--- src/rtl/bcd2bin_seq_if.sv ---
// Handshake bundle for the sequential BCD-to-binary converter: request side
// (start, packed BCD) and result side (binary value, status flags).
interface bcd2bin_seq_if #(
  parameter int DIGITS = 3,
  parameter int BW     = 10
);
  logic                  start;
  logic [4*DIGITS-1:0]   bcd_in;
  logic [BW-1:0]         bin_out;
  logic                  busy;
  logic                  done;
  logic                  err;

  modport master (
    output start, bcd_in,
    input  bin_out, busy, done, err
  );

  modport slave (
    input  start, bcd_in,
    output bin_out, busy, done, err
  );
endinterface

--- src/rtl/bcd2bin_seq.sv ---
// Sequential packed-BCD to binary converter using reverse double-dabble:
// one bit per cycle moves from the BCD work register into the binary accumulator.
module bcd2bin_seq #(
  parameter int DIGITS = 3,
  parameter int BW     = 10
) (
  input  logic          clk,
  input  logic          rst_n,
  bcd2bin_seq_if.slave  bus
);

  localparam int WW = 4 * DIGITS;
  localparam int CW = $clog2(BW + 1);

  typedef enum logic [1:0] {
    IDLE  = 2'd0,
    LOAD  = 2'd1,
    SHIFT = 2'd2,
    DONE  = 2'd3
  } state_t;

  state_t          state_q;
  logic [WW-1:0]   work_q;
  logic [BW-1:0]   acc_q;
  logic [CW-1:0]   cnt_q;
  logic [BW-1:0]   bin_out_q;
  logic            busy_q;
  logic            done_q;
  logic            err_q;

  logic [WW+BW-1:0] shift_d;
  logic [WW-1:0]    work_d;
  logic [BW-1:0]    acc_d;

  // Digits that reached 8 or more after the shift held a half-weight carry; remove it.
  function automatic logic [WW-1:0] dabble(input logic [WW-1:0] w);
    logic [WW-1:0] r;
    logic [3:0]    d;
    r = w;
    for (int i = 0; i < DIGITS; i++) begin
      d = w[4*i +: 4];
      if (d >= 4'd8) begin
        r[4*i +: 4] = d - 4'd3;
      end else begin
        r[4*i +: 4] = d;
      end
    end
    return r;
  endfunction

  function automatic logic has_bad_digit(input logic [WW-1:0] w);
    logic bad;
    bad = 1'b0;
    for (int i = 0; i < DIGITS; i++) begin
      if (w[4*i +: 4] > 4'd9) begin
        bad = 1'b1;
      end
    end
    return bad;
  endfunction

  // One combined right shift of {work, accumulator} followed by per-digit correction.
  always_comb begin
    shift_d = {1'b0, work_q, acc_q[BW-1:1]};
    work_d  = dabble(shift_d[WW+BW-1:BW]);
    acc_d   = shift_d[BW-1:0];
  end

  // Control FSM with datapath and registered outputs.
  always_ff @(posedge clk or negedge rst_n) begin
    if (!rst_n) begin
      state_q   <= IDLE;
      work_q    <= '0;
      acc_q     <= '0;
      cnt_q     <= '0;
      bin_out_q <= '0;
      busy_q    <= 1'b0;
      done_q    <= 1'b0;
      err_q     <= 1'b0;
    end else begin
      done_q <= 1'b0;
      case (state_q)
        IDLE: begin
          if (bus.start) begin
            work_q  <= bus.bcd_in;
            acc_q   <= '0;
            err_q   <= 1'b0;
            busy_q  <= 1'b1;
            state_q <= LOAD;
          end else begin
            state_q <= IDLE;
          end
        end
        LOAD: begin
          if (has_bad_digit(work_q)) begin
            err_q   <= 1'b1;
            busy_q  <= 1'b0;
            state_q <= DONE;
          end else begin
            cnt_q   <= CW'(BW);
            state_q <= SHIFT;
          end
        end
        SHIFT: begin
          work_q <= work_d;
          acc_q  <= acc_d;
          cnt_q  <= cnt_q - CW'(1);
          // Counter still holds the pre-decrement value: 1 means this is the last shift.
          if (cnt_q == CW'(1)) begin
            busy_q  <= 1'b0;
            state_q <= DONE;
          end else begin
            state_q <= SHIFT;
          end
        end
        DONE: begin
          if (!err_q) begin
            bin_out_q <= acc_q;
          end else begin
            bin_out_q <= bin_out_q;
          end
          done_q  <= 1'b1;
          state_q <= IDLE;
        end
        default: begin
          busy_q  <= 1'b0;
          state_q <= IDLE;
        end
      endcase
    end
  end

  assign bus.bin_out = bin_out_q;
  assign bus.busy    = busy_q;
  assign bus.done    = done_q;
  assign bus.err     = err_q;

endmodule

--- src/flat_wrapper.sv ---
// flat-port wrapper written by rule: the top's interface ports become plain ports
module bcd2bin_seq_flat 
#(
  parameter int DIGITS = 3,
  parameter int BW     = 10
)
  (clk, rst_n, bus_start, bus_bcd_in, bus_bin_out, bus_busy, bus_done, bus_err);
  bcd2bin_seq_if #(.DIGITS(DIGITS), .BW(BW)) bus_i ();
  input  logic clk;
  input  logic rst_n;
  input wire logic [$bits(bus_i.start)-1:0] bus_start;
  input wire logic [$bits(bus_i.bcd_in)-1:0] bus_bcd_in;
  output wire logic [$bits(bus_i.bin_out)-1:0] bus_bin_out;
  output wire logic [$bits(bus_i.busy)-1:0] bus_busy;
  output wire logic [$bits(bus_i.done)-1:0] bus_done;
  output wire logic [$bits(bus_i.err)-1:0] bus_err;
  assign bus_i.start = bus_start;
  assign bus_i.bcd_in = bus_bcd_in;
  assign bus_bin_out = bus_i.bin_out;
  assign bus_busy = bus_i.busy;
  assign bus_done = bus_i.done;
  assign bus_err = bus_i.err;
  bcd2bin_seq #(.DIGITS(DIGITS), .BW(BW)) u_core (.clk(clk), .rst_n(rst_n), .bus(bus_i));
endmodule
--- config.mk ---
export PLATFORM = sky130hd
export DESIGN_NAME = bcd2bin_seq_flat
export DESIGN_NICKNAME = d
export VERILOG_FILES = /design/src/rtl/bcd2bin_seq_if.sv /design/src/rtl/bcd2bin_seq.sv /design/src/flat_wrapper.sv
export SDC_FILE = /design/constraint.sdc
export NUM_CORES = 1
export LEC_CHECK = 0
export BUFFER_PORTS_ARGS = -buffer_cell sky130_fd_sc_hd__buf_2
export CORE_MARGIN = 1.5
export CORE_UTILIZATION = 30
export DETAILED_ROUTE_END_ITERATION = 10
export GPL_ROUTABILITY_DRIVEN = 0
export PLACE_DENSITY = 0.5
export SYNTH_ARGS = -nofsm -noshare
export SYNTH_HDL_FRONTEND = slang
export SYNTH_SLANG_ARGS = --single-unit
--- constraint.sdc ---
create_clock -name clk -period 1.5 [get_ports clk]
set_clock_uncertainty 0.05 [all_clocks]
set_input_delay 0.075 -clock clk [delete_from_list [all_inputs] [get_ports clk]]
set_output_delay 0.075 -clock clk [all_outputs]
set_load 0.01 [all_outputs]
==> flow_summary_export.csv, run 1 <==
group,metric,value,unit
yosys,synthCells,182,
timing,rsz0062_at_grt,"yes",
finish,post_layout_nonfiller_instances,324,
detailed_routing,final_routed_wirelength,4190,um
yosys,synth_xor_xnor_area_share,0.0178,
finish,final_layout_size_suffix_gt1_frac,0.425,
finish,final_layout_fill_cell_count,612,
hold_path,min_from,"bus_bcd_in[1]",
die,die_area,0.00705,mm2
timing,achievable-frequency,0.653,GHz
worst_setup_path,cell_family_with_most_cp_delay,"simple AND/OR/NAND/NOR gates",
global_routing,grt_pass1_vias,1441,
detailed_routing,route.antenna.remaining_nets,0,
worst_setup_path,r2r.worst_path.cells,6,
placed_design,portBuffers,27,
global_routing,grt_pass1_wl,6860,um
yosys,synth_unique_cells,30,
timing,finalHoldWorstSlack,-9.79,ps
worst_setup_path,worst_setup_path_end_kind,"flop",
clock_network,cts_max_path_buffers,2,
power,p_per_area,2290,mW/mm2
worst_setup_path,largest_stage_delay_worst_path,400,ps
die,ios,28,
worst_setup_path,setup.reg_to_reg.worst_slack,-30,ps
worst_setup_path,worst_path_required_time,1680,ps
yosys,main_combinational_cell_family_by_area_after_synthesis,"compound AO/OA/AOI/OAI gates",
hold_path,hold_class,"in2reg",
worst_setup_path,arrival,1720,ps
placed_design,dp.cells,304,
worst_setup_path,critical_path.n_buffers_inverters,1,
clock_network,tritoncts,"yes",
yosys,post_synthesis_average_cell_area,10.8,um2
timing,setup_violations,2,
power,power.static_leakage,1.33,nW
global_routing,grt_util_all_layers,0.123,
yosys,post_synth_and_or_nand_nor_area_fraction,0.103,
worst_setup_path,critPathSlowestCell,"sky130_fd_sc_hd__dfrtp_1",
detailed_routing,viasPerCell,4.70,
timing,final_period_minus_worst_setup_slack,1530,ps
die,chipHeight,83.9,um
worst_setup_path,worst_r2r_startpoint,"u_core.state_q[1]",
clock_network,clock_insertion_delay_worst_skew,300,ps
yosys,yosys_warnings,0,
power,ir_drop,937,uV
die,dieWidth,83.9,um
hold_path,min_delay_path_depth,3,
yosys,synth_compound_gate_area_share,0.159,
clock_network,clkTransAtPathRegs,90,ps
worst_setup_path,regToRegEndpoint,"u_core.cnt_q[2]",
detailed_routing,routedWlPerCell,12.9,um
yosys,yosys.area_share.adder,0.0637,
yosys,yosys_register_bits,41,
clock_network,htree_levels,2,
worst_setup_path,cp-start-kind,"flop",
die,fp-row-count,29,
worst_setup_path,timing.critical_path.cells,"inv_2, ha_4, o211ai_1, o2111ai_4, or3_1, nand3_1",
timing,finalCritPeriodShare,1.02,
timing,tightestPinTransition,539,ps
global_routing,initial_antenna_violation_count,0,
timing,finalHoldViolations,2,
clock_network,cts_inserted_buffers,5,
finish,insertedDiodeCount,0,
placed_design,place.detailed.hpwl,2660,um
yosys,synth_fp_nets,207,
outcome,failed_checks,"negative hold slack, negative setup slack",
yosys,synth.yosys.seq_area_share,0.522,
timing,max_slew_violation_count,0,
finish,nets,271,
finish,flow.area_growth_from_synthesis,41.4,%
detailed_routing,num_vias,1523,
placed_design,place_ws,-118,ps
worst_setup_path,cp_num_cells,6,
finish,finish.utilization,0.438,
clock_network,tritoncts_num_sinks,41,
detailed_routing,firstDrtPassIters,4,
global_routing,grt_max_degree,42,
clock_network,cts_root_buf,"sky130_fd_sc_hd__clkbuf_8",
yosys,synth.cell_area,0.00197,mm2
yosys,muxShareOfSynthArea,0.0929,
die,floorplan.initialDensity,0.310,
hold_path,hold-path-endpoint,"u_core.work_q[1]",
timing,max_slew_margin,0.641,
outcome,run_status,"finished, violations left",
worst_setup_path,timing.setup.critical_path_class,"reg2reg",
detailed_routing,drc,0,
timing,fin_ws,-32.0,ps
global_routing,grt_overflow,0,
worst_setup_path,worst-path-max-fanout,4,
die,design.core.area,0.00635,mm2
detailed_routing,drt-initial-drc-count,54,
run,drv_cap,0,
report_power, final:
part           internal (W)  switching, W  total [W]  leakage [nW]
sequential          0.00154      0.000353    0.00190         0.528
combinational       0.00185       0.00166    0.00351         0.743
clock              0.000542      0.000412   0.000954        0.0574
total               0.00393       0.00243    0.00636          1.33
flip-flops by register name (all words and copies together) (netlist names):
name,flops
u_core.acc_q,10
u_core.bus.busy,1
u_core.bus.err,1
u_core.bus.done,1
u_core.bus.bin_out,10
u_core.work_q,12
u_core.state_q,2
u_core.cnt_q,4
logic make-up (layout without fill, tap and decap cells):
kind of cell             Yosys count  in the layout
AO/OA/AOI/OAI                     47             48
XOR/XNOR                           4              4
adder cells (fa/ha/maj)           10             10
buffers and inverters             20             84
flip-flops                        41             41
multiplexers                      17             17
AND/OR/NAND/NOR                   43             43
layout make-up:
class / count / area, um2 / share of cell area
tap: 77 / 96.3 / 0.0347
multi-input combinational: 122 / 1020 / 0.367
timing repair buffer: 64 / 468 / 0.168
inverter: 12 / 47.5 / 0.0171
sequential: 41 / 1030 / 0.369
clock inverter: 2 / 37.5 / 0.0135
clock buffer: 6 / 82.6 / 0.0297
worst max-delay path by stage:
stage	from	end	slack (ps)
6_report	u_core.state_q[1]	u_core.cnt_q[2]	-30
4_1_cts	u_core.state_q[0]	u_core.cnt_q[2]	-40
5_1_grt	u_core.cnt_q[1]	u_core.bus.busy	-100
3_3_place_gp	u_core.state_q[1]	u_core.cnt_q[3]	-80
3_5_place_dp	u_core.state_q[0]	u_core.work_q[7]	-120
2_1_floorplan	u_core.state_q[0]	u_core.cnt_q[3]	7
placed cells by master, fill, tap and decap left out, drive strengths merged:
cell type	netlist	routed
a211oi	1	1
a21oi	4	4
a221oi	2	2
a22o	10	10
a31oi	1	1
and2	1	1
buf	5	61
bufinv	0	1
clkbuf	3	7
clkinvlp	0	1
dfrtp	41	41
dlygate4sd3	0	2
ha	10	10
inv	12	12
mux2	10	10
mux2i	7	7
nand2	21	21
nand2b	5	5
nand3	3	3
nand3b	1	1
nor2	4	4
nor2b	1	1
nor3	4	4
nor3b	1	1
o2111ai	1	1
o211ai	4	4
o21ai	24	25
or3	1	1
or3b	1	1
xnor2	4	4
cells in the mapped netlist:
| master | instances | area share |
|---|---|---|
| sky130_fd_sc_hd__nand3_1 | 3 | 0.0076 |
| sky130_fd_sc_hd__o211ai_2 | 1 | 0.0064 |
| sky130_fd_sc_hd__a22o_1 | 10 | 0.045 |
| sky130_fd_sc_hd__mux2_2 | 10 | 0.057 |
| sky130_fd_sc_hd__clkbuf_1 | 3 | 0.0057 |
| sky130_fd_sc_hd__o21ai_2 | 1 | 0.0045 |
| sky130_fd_sc_hd__nand2b_1 | 5 | 0.016 |
| sky130_fd_sc_hd__a211oi_1 | 1 | 0.0038 |
| sky130_fd_sc_hd__or3b_1 | 1 | 0.0045 |
| sky130_fd_sc_hd__a31oi_1 | 1 | 0.0032 |
| sky130_fd_sc_hd__mux2i_1 | 7 | 0.036 |
| sky130_fd_sc_hd__nor3_1 | 4 | 0.010 |
| sky130_fd_sc_hd__o211ai_1 | 3 | 0.011 |
| sky130_fd_sc_hd__o21ai_0 | 21 | 0.053 |
| sky130_fd_sc_hd__ha_1 | 10 | 0.064 |
| sky130_fd_sc_hd__or3_1 | 1 | 0.0032 |
| sky130_fd_sc_hd__buf_2 | 5 | 0.013 |
| sky130_fd_sc_hd__xnor2_1 | 4 | 0.018 |
| sky130_fd_sc_hd__nor2b_1 | 1 | 0.0032 |
| sky130_fd_sc_hd__nand2_1 | 21 | 0.040 |
| sky130_fd_sc_hd__and2_1 | 1 | 0.0032 |
| sky130_fd_sc_hd__nor2_1 | 4 | 0.0076 |
| sky130_fd_sc_hd__a21oi_1 | 4 | 0.010 |
| sky130_fd_sc_hd__o21ai_1 | 2 | 0.0051 |
| sky130_fd_sc_hd__nor3b_1 | 1 | 0.0038 |
| sky130_fd_sc_hd__a221oi_1 | 2 | 0.0089 |
| sky130_fd_sc_hd__inv_1 | 12 | 0.023 |
| sky130_fd_sc_hd__o2111ai_2 | 1 | 0.0076 |
| sky130_fd_sc_hd__dfrtp_1 | 41 | 0.52 |
| sky130_fd_sc_hd__nand3b_1 | 1 | 0.0038 |
per-layer routing:
layer / wire, um / vias to the layer above / share of wire / global-route usage
li1: - / 764 / - / -
met1: 2040 / 724 / 0.49 / 0.154
met2: 1940 / 28 / 0.46 / 0.204
met3: 152 / 7 / 0.036 / 0.0326
met4: 59 / 0 / 0.014 / 0.0447
met5: 0 / - / 0 / 0
worst register-to-register path: cells and delay by family, from the launching register on:
family          cells  cell delay, ps
buf+inv             1              80
flops               1             400
simple gates        2             440
compound gates      2             320
fa+ha+maj           1             180
through the flow:
stage / power, W / TNS, ps / area [um2]
4_1_cts: 0.00609 / -54.9 / 2680
5_1_grt: 0.00689 / -643 / 2780
2_1_floorplan: 0.00356 / 0 / 1970
3_3_place_gp: 0.00459 / -869 / 2370
6_report: 0.00636 / -38.5 / 2780
3_5_place_dp: 0.00461 / -1480 / 2370
timing repair:
item                                    in CTS  in global routing
hold buffers                                 2                  0
gates cloned                                 2                  1
setup buffers                                3                  4
pin swaps                                    3                  2
gates resized for setup                     27                 19
endpoints found under the hold margin       42                  0
endpoints found under the setup margin      26                 35
(Power assumes the default switching activity.)
==> run 2: changes to the inputs <==
--- a/config.mk
+++ b/config.mk
@@ -5,6 +5,7 @@
 export SDC_FILE = /design/constraint.sdc
 export NUM_CORES = 1
 export LEC_CHECK = 0
+export ABC_AREA = 1
 export BUFFER_PORTS_ARGS = -buffer_cell sky130_fd_sc_hd__buf_2
 export CORE_MARGIN = 1.5
 export CORE_UTILIZATION = 30
==> run 2 against run 1 <==
  * The run now ends clean
  * Combinational power decreased by 11%
  * Non-clock buffer count decreased by 14
  * Total power decreased by 8.7%
  * Register-to-register slack improved by 70 ps
  * Sequential cell count unchanged
  * Sequential share of layout area increased by 2.6 points
  * Maximum frequency increased by 4.8%
  * Hold slack improved by 43 ps
  * First-iteration DRC count increased by 44%
  * Worst setup slack improved by 70 ps
  * Largest cell class unchanged
==> flow_summary_export.csv, run 2 <==
group,metric,value,unit
outcome,run_status,"completed",
power,p_per_area,2240,mW/mm2
clock_network,tritoncts_num_sinks,41,
detailed_routing,final_routed_wirelength,4300,um
finish,flow.area_growth_from_synthesis,30.3,%
placed_design,portBuffers,27,
clock_network,clkTransAtPathRegs,80,ps
global_routing,grt_max_degree,42,
finish,final_layout_size_suffix_gt1_frac,0.246,
yosys,yosys_register_bits,41,
detailed_routing,firstDrtPassIters,4,
die,floorplan.initialDensity,0.312,
hold_path,hold_class,"in2reg",
yosys,synth_fp_nets,254,
detailed_routing,routedWlPerCell,12.2,um
worst_setup_path,critPathSlowestCell,"sky130_fd_sc_hd__dfrtp_1",
timing,finalCritPeriodShare,0.974,
clock_network,tritoncts,"yes",
timing,rsz0062_at_grt,"yes",
worst_setup_path,worst_r2r_startpoint,"u_core.state_q[1]",
die,ios,28,
finish,finish.utilization,0.406,
timing,setup_violations,0,
worst_setup_path,worst_setup_path_end_kind,"flop",
worst_setup_path,largest_stage_delay_worst_path,380,ps
worst_setup_path,r2r.worst_path.cells,6,
die,chipHeight,84.5,um
yosys,synth_commonest_cells,"sky130_fd_sc_hd__nand2_1 (45), sky130_fd_sc_hd__dfrtp_1 (41), sky130_fd_sc_hd__o21ai_0 (37), sky130_fd_sc_hd__inv_1 (29), sky130_fd_sc_hd__nand3_1 (17)",
hold_path,min_from,"bus_bcd_in[7]",
yosys,synth_unique_cells,23,
global_routing,initial_antenna_violation_count,0,
yosys,synthTopCellsByArea,"sky130_fd_sc_hd__dfrtp_1 (52%), sky130_fd_sc_hd__o21ai_0 (9.3%), sky130_fd_sc_hd__nand2_1 (8.5%)",
finish,mostFrequentLayoutCell,"sky130_fd_sc_hd__nand2_1",
worst_setup_path,timing.setup.critical_path_class,"reg2reg",
yosys,synthCells,229,
worst_setup_path,worst-path-max-fanout,14,
yosys,synth-async-reset-ratio,1.00,
die,dieWidth,84.5,um
die,design.core.area,0.00639,mm2
global_routing,grt_pass1_vias,1611,
timing,tightestPinTransition,273,ps
yosys,yosys.area.top_type,"sky130_fd_sc_hd__dfrtp_1",
run,drv_cap,0,
yosys,synth_top_cell_area_share,0.515,
detailed_routing,route.antenna.remaining_nets,0,
timing,max_slew_margin,0.818,
die,die_area,0.00713,mm2
clock_network,clock_insertion_delay_worst_skew,290,ps
yosys,edff_count_synth,0,
power,ir_drop,870,uV
finish,registers.top_by_ff_count,"u_core.work_q",
timing,final_period_minus_worst_setup_slack,1460,ps
detailed_routing,viasPerCell,4.60,
yosys,post_synthesis_average_cell_area,8.69,um2
detailed_routing,num_vias,1625,
hold_path,hold-path-endpoint,"u_core.work_q[7]",
yosys,synth.cell_area,0.00199,mm2
worst_setup_path,arrival,1590,ps
timing,finalHoldViolations,0,
timing,achievable-frequency,0.684,GHz
placed_design,place.detailed.hpwl,2810,um
global_routing,grt_pass1_wl,7340,um
clock_network,cts_inserted_buffers,5,
worst_setup_path,worst_path_required_time,1630,ps
finish,largest_reg_flops,12,
clock_network,cts_max_path_buffers,2,
finish,nets,301,
clock_network,cts_root_buf,"sky130_fd_sc_hd__clkbuf_8",
yosys,yosys_warnings,0,
detailed_routing,drt-initial-drc-count,78,
clock_network,htree_levels,2,
die,fp-row-count,29,
worst_setup_path,regToRegEndpoint,"u_core.work_q[8]",
worst_setup_path,cp-start-kind,"flop",
global_routing,grt_overflow,0,
timing,max_slew_violation_count,0,
global_routing,grt_util_all_layers,0.127,
worst_setup_path,timing.critical_path.cells,"buf_4, ha_4, inv_4, a21oi_4, clkbuf_16, a31oi_1",
finish,final_cell_mix,"sky130_fd_sc_hd__nand2_1 (44), sky130_fd_sc_hd__dfrtp_1 (41), sky130_fd_sc_hd__buf_2 (27)",
power,power.static_leakage,1.26,nW
detailed_routing,drc,0,
worst_setup_path,setup.reg_to_reg.worst_slack,40,ps
yosys,most_used_standard_cell_by_instance_count_after_synthesis,"sky130_fd_sc_hd__nand2_1",
timing,timing.setup.tns,0,ps
hold_path,min_delay_path_depth,3,
finish,insertedDiodeCount,0,
yosys,synth.yosys.seq_area_share,0.515,
yosys,synth_ff_type,"sky130_fd_sc_hd__dfrtp_1",
==> run 2: cell types whose count changed in the layout (fill, tap and decap cells not counted), moves of 4 or more <==
| cell | change |
|---|---|
| sky130_fd_sc_hd__nand2_1 | +23 |
| sky130_fd_sc_hd__buf_4 | -18 |
| sky130_fd_sc_hd__inv_1 | +16 |
| sky130_fd_sc_hd__nand3_1 | +14 |
| sky130_fd_sc_hd__a22o_1 | -10 |
| sky130_fd_sc_hd__mux2_2 | -10 |
| sky130_fd_sc_hd__o21ai_0 | +9 |
| sky130_fd_sc_hd__nor2_1 | +8 |
| sky130_fd_sc_hd__mux2i_1 | -7 |
| sky130_fd_sc_hd__dlygate4sd3_1 | +6 |
| sky130_fd_sc_hd__nand4_1 | +4 |
==> run 2: repair_timing <==
action,CTS,global route
pin swaps,0,7
endpoints found under the hold margin,48,0
hold buffers,8,0
gates resized for setup,2,29
setup endpoints to repair,9,26
buffers inserted,0,1
gates cloned,0,2
==> run 2: how the worst max path moves through the flow <==
stage,startpoint,endpoint,cells past startpoint
final,u_core.state_q[1],u_core.work_q[8],6
after global routing,u_core.state_q[1],u_core.work_q[2],8
after CTS,u_core.state_q[0],u_core.work_q[0],7
after detailed placement,u_core.state_q[0],u_core.bus.busy,8
after global placement,u_core.state_q[0],u_core.work_q[3],6
after floorplan,u_core.state_q[0],u_core.work_q[5],8
==> run 2: worst max-delay path, delay by kind of cell, from the launching register on <==
family / cells / cell delay, ps
AO/OA/AOI/OAI: 2 / 340
adder cells (fa/ha/maj): 1 / 160
buffers and inverters: 3 / 400
flip-flops: 1 / 380
==> run 2: kinds of logic after synthesis <==
kind of cell    synth area share
simple gates               0.177
compound gates             0.143
flops                      0.515
fa+ha+maj                 0.0629
buf+inv                   0.0880
xor+xnor                  0.0132
==> run 2: final cells by class <==
class / instances / area [um2]
Fill cell: 658 / 3790
Timing Repair Buffer: 50 / 404
Tap cell: 77 / 96.3
Sequential cell: 41 / 1030
Inverter: 30 / 115
Multi-Input combinational cell: 148 / 848
Clock inverter: 2 / 35.0
Clock buffer: 5 / 68.8
==> run 2: layer usage <==
metal	global-route usage	vias to the layer above	routed length (um)
met5	0	-	0
met4	0.0352	0	48
met3	0.0305	8	141
met2	0.204	26	1820
met1	0.172	753	2290
li1	-	838	-
==> run 2: where the power goes <==
group	switching (W)	internal, W	total, W	leakage [nW]
logic	0.00172	0.00139	0.00311	0.675
registers	0.000291	0.00154	0.00184	0.529
clock network	0.000384	0.000484	0.000868	0.0540
total	0.00239	0.00342	0.00581	1.26
==> run 2: through the flow <==
stage | total power [W] | cell area (um2) | hold slack (ps) | std cells | setup slack, ps
floorplan | 0.00362 | 1990 | -271 | 229 | 62.5
global placement | 0.00439 | 2290 | 22.0 | 335 | -20.2
detailed placement | 0.00441 | 2290 | 20.3 | 335 | -34.5
CTS | 0.00531 | 2480 | 30.7 | 350 | 4.81
global route | 0.00638 | 2590 | 70.2 | 353 | -37.7
finish | 0.00581 | 2590 | 33.3 | 353 | 38.4
==> run 3: changes to the inputs <==
--- a/config.mk
+++ b/config.mk
@@ -6,7 +6,7 @@
 export NUM_CORES = 1
 export LEC_CHECK = 0
 export ABC_AREA = 1
-export BUFFER_PORTS_ARGS = -buffer_cell sky130_fd_sc_hd__buf_2
+export BUFFER_PORTS_ARGS = -buffer_cell sky130_fd_sc_hd__buf_4
 export CORE_MARGIN = 1.5
 export CORE_UTILIZATION = 30
 export DETAILED_ROUTE_END_ITERATION = 10
==> constraint.sdc (replaced) <==
create_clock -name clk -period 1.5 [get_ports clk]
set_clock_uncertainty 0.05 [all_clocks]
set_input_delay 0.3 -clock clk [delete_from_list [all_inputs] [get_ports clk]]
set_output_delay 0.3 -clock clk [all_outputs]
set_load 0.01 [all_outputs]
==> run 3 against run 2 <==
  * Non-clock buffer count fell by 5
  * Routed wire length rose by 2.0%
  * Register-to-register slack barely moved
  * First-iteration DRC count fell by 15%
  * Count of clock-buffer cells in the layout did not move
  * Critical path type unchanged
  * Largest power group unchanged
==> flow_summary_export.csv, run 3 (synthesized netlist as in run 2, its figures left out) <==
group,metric,value,unit
outcome,run_status,"completed",
clock_network,cts_inserted_buffers,5,
finish,mostFrequentLayoutCell,"sky130_fd_sc_hd__nand2_1",
global_routing,initial_antenna_violation_count,0,
worst_setup_path,timing.setup.critical_path_class,"reg2reg",
detailed_routing,routedWlPerCell,12.6,um
hold_path,min_from,"bus_bcd_in[11]",
timing,finalHoldViolations,0,
hold_path,min_delay_path_depth,3,
finish,largest_reg_flops,12,
die,fp-row-count,29,
detailed_routing,viasPerCell,4.66,
hold_path,hold-path-endpoint,"u_core.work_q[11]",
clock_network,tritoncts_num_sinks,41,
run,drv_cap,0,
die,ios,28,
finish,final_layout_size_suffix_gt1_frac,0.269,
worst_setup_path,regToRegEndpoint,"u_core.work_q[9]",
worst_setup_path,r2r.worst_path.cells,8,
finish,final_cell_mix,"sky130_fd_sc_hd__nand2_1 (44), sky130_fd_sc_hd__dfrtp_1 (41), sky130_fd_sc_hd__buf_4 (38)",
timing,rsz0062_at_grt,"yes",
clock_network,clkTransAtPathRegs,80,ps
detailed_routing,num_vias,1623,
detailed_routing,drc,0,
clock_network,cts_max_path_buffers,2,
detailed_routing,firstDrtPassIters,4,
global_routing,grt_overflow,0,
detailed_routing,route.antenna.remaining_nets,0,
clock_network,clock_insertion_delay_worst_skew,290,ps
finish,registers.top_by_ff_count,"u_core.work_q",
worst_setup_path,setup.reg_to_reg.worst_slack,30,ps
die,floorplan.initialDensity,0.312,
timing,tightestPinTransition,533,ps
global_routing,grt_pass1_wl,7220,um
finish,final_layout_fill_cell_count,673,
die,chipHeight,84.5,um
finish,regArea,0.00103,mm2
global_routing,grt_pass1_vias,1564,
worst_setup_path,cp-start-kind,"flop",
worst_setup_path,worst_path_required_time,1670,ps
hold_path,hold_class,"in2reg",
clock_network,htree_levels,2,
clock_network,tritoncts,"yes",
timing,finalCritPeriodShare,0.983,
finish,flow.area_growth_from_synthesis,30.2,%
timing,timing.setup.tns,0,ps
finish,nets,296,
worst_setup_path,worst_setup_path_end_kind,"flop",
finish,insertedDiodeCount,0,
timing,setup_violations,0,
worst_setup_path,worst_r2r_startpoint,"u_core.state_q[1]",
die,dieWidth,84.5,um
timing,max_slew_violation_count,0,
placed_design,place.detailed.hpwl,2940,um
worst_setup_path,worst-path-max-fanout,14,
finish,multi_input_comb_area,857,um2
global_routing,grt_util_all_layers,0.126,
timing,achievable-frequency,0.678,GHz
global_routing,grt_max_degree,42,
clock_network,cts_root_buf,"sky130_fd_sc_hd__clkbuf_8",
die,design.core.area,0.00639,mm2
die,die_area,0.00713,mm2
timing,max_slew_margin,0.644,
power,report.power.total,0.00589,W
placed_design,portBuffers,27,
timing,final_period_minus_worst_setup_slack,1470,ps
power,p_per_area,2270,mW/mm2
power,ir_drop,747,uV
detailed_routing,drt-initial-drc-count,66,
detailed_routing,final_routed_wirelength,4380,um
power,power.static_leakage,1.24,nW
worst_setup_path,arrival,1640,ps
[run 3: area by class of cell]
| cell class | instances | area share |
|---|---|---|
| clock buffer | 5 | 0.0266 |
| clock inverter | 2 | 0.0135 |
| inverter | 30 | 0.0444 |
| multi-input combinational | 148 | 0.331 |
| sequential | 41 | 0.396 |
| tap | 77 | 0.0372 |
| timing repair buffer | 45 | 0.152 |
[run 3: metrics by stage]
stage	worst slack, ps	area (um2)	cells	hold WS [ps]	utilization
floorplan	62.5	1990	229	-45.6	-
global placement	6.66	2340	336	275	0.366
detailed placement	0.927	2340	336	270	0.366
CTS	1.40	2450	344	171	0.384
global route	-75.7	2590	348	177	0.406
finish	25.7	2590	348	178	0.406
[run 3: timing repair]
action	4_1_cts	5_1_grt
gates resized for setup	0	36
endpoints found under the hold margin	41	0
setup buffers	0	3
hold buffers	1	0
setup endpoints to repair	0	28
[run 3: worst max path at each step]
stage / start / end / slack, ps / cells after the start
after global routing: u_core.state_q[1] / u_core.work_q[10] / -80 / 8
after detailed placement: u_core.state_q[1] / u_core.work_q[3] / 0.9 / 7
after global placement: u_core.state_q[0] / u_core.bus.busy / 7 / 8
final: u_core.state_q[1] / u_core.work_q[9] / 30 / 8
after CTS: u_core.state_q[0] / u_core.bus.busy / 1 / 8
after floorplan: u_core.state_q[0] / u_core.work_q[5] / 60 / 8
[run 3: metal layers]
| metal | track usage | share of wire | vias to the layer above |
|---|---|---|---|
| met5 | 0 | 0 | - |
| met4 | 0.0308 | 0.013 | 0 |
| met3 | 0.0433 | 0.041 | 7 |
| met2 | 0.201 | 0.48 | 30 |
| met1 | 0.166 | 0.47 | 763 |
| li1 | - | - | 823 |
[run 3: power breakdown]
part	internal (W)	switching [W]	total, W
Sequential	0.00154	0.000296	0.00184
Combinational	0.00145	0.00173	0.00319
Clock	0.000484	0.000380	0.000863
[run 3: worst max-delay path, cell delays in order, from the launching register on]
cell and delay (ps):
sky130_fd_sc_hd__dfrtp_1 420, sky130_fd_sc_hd__inv_2 70, sky130_fd_sc_hd__ha_4 170, sky130_fd_sc_hd__nand2_2 80, sky130_fd_sc_hd__inv_2 50, sky130_fd_sc_hd__a21oi_4 190, sky130_fd_sc_hd__buf_6 190, sky130_fd_sc_hd__nor2_1 50
sky130_fd_sc_hd__a31oi_1 130
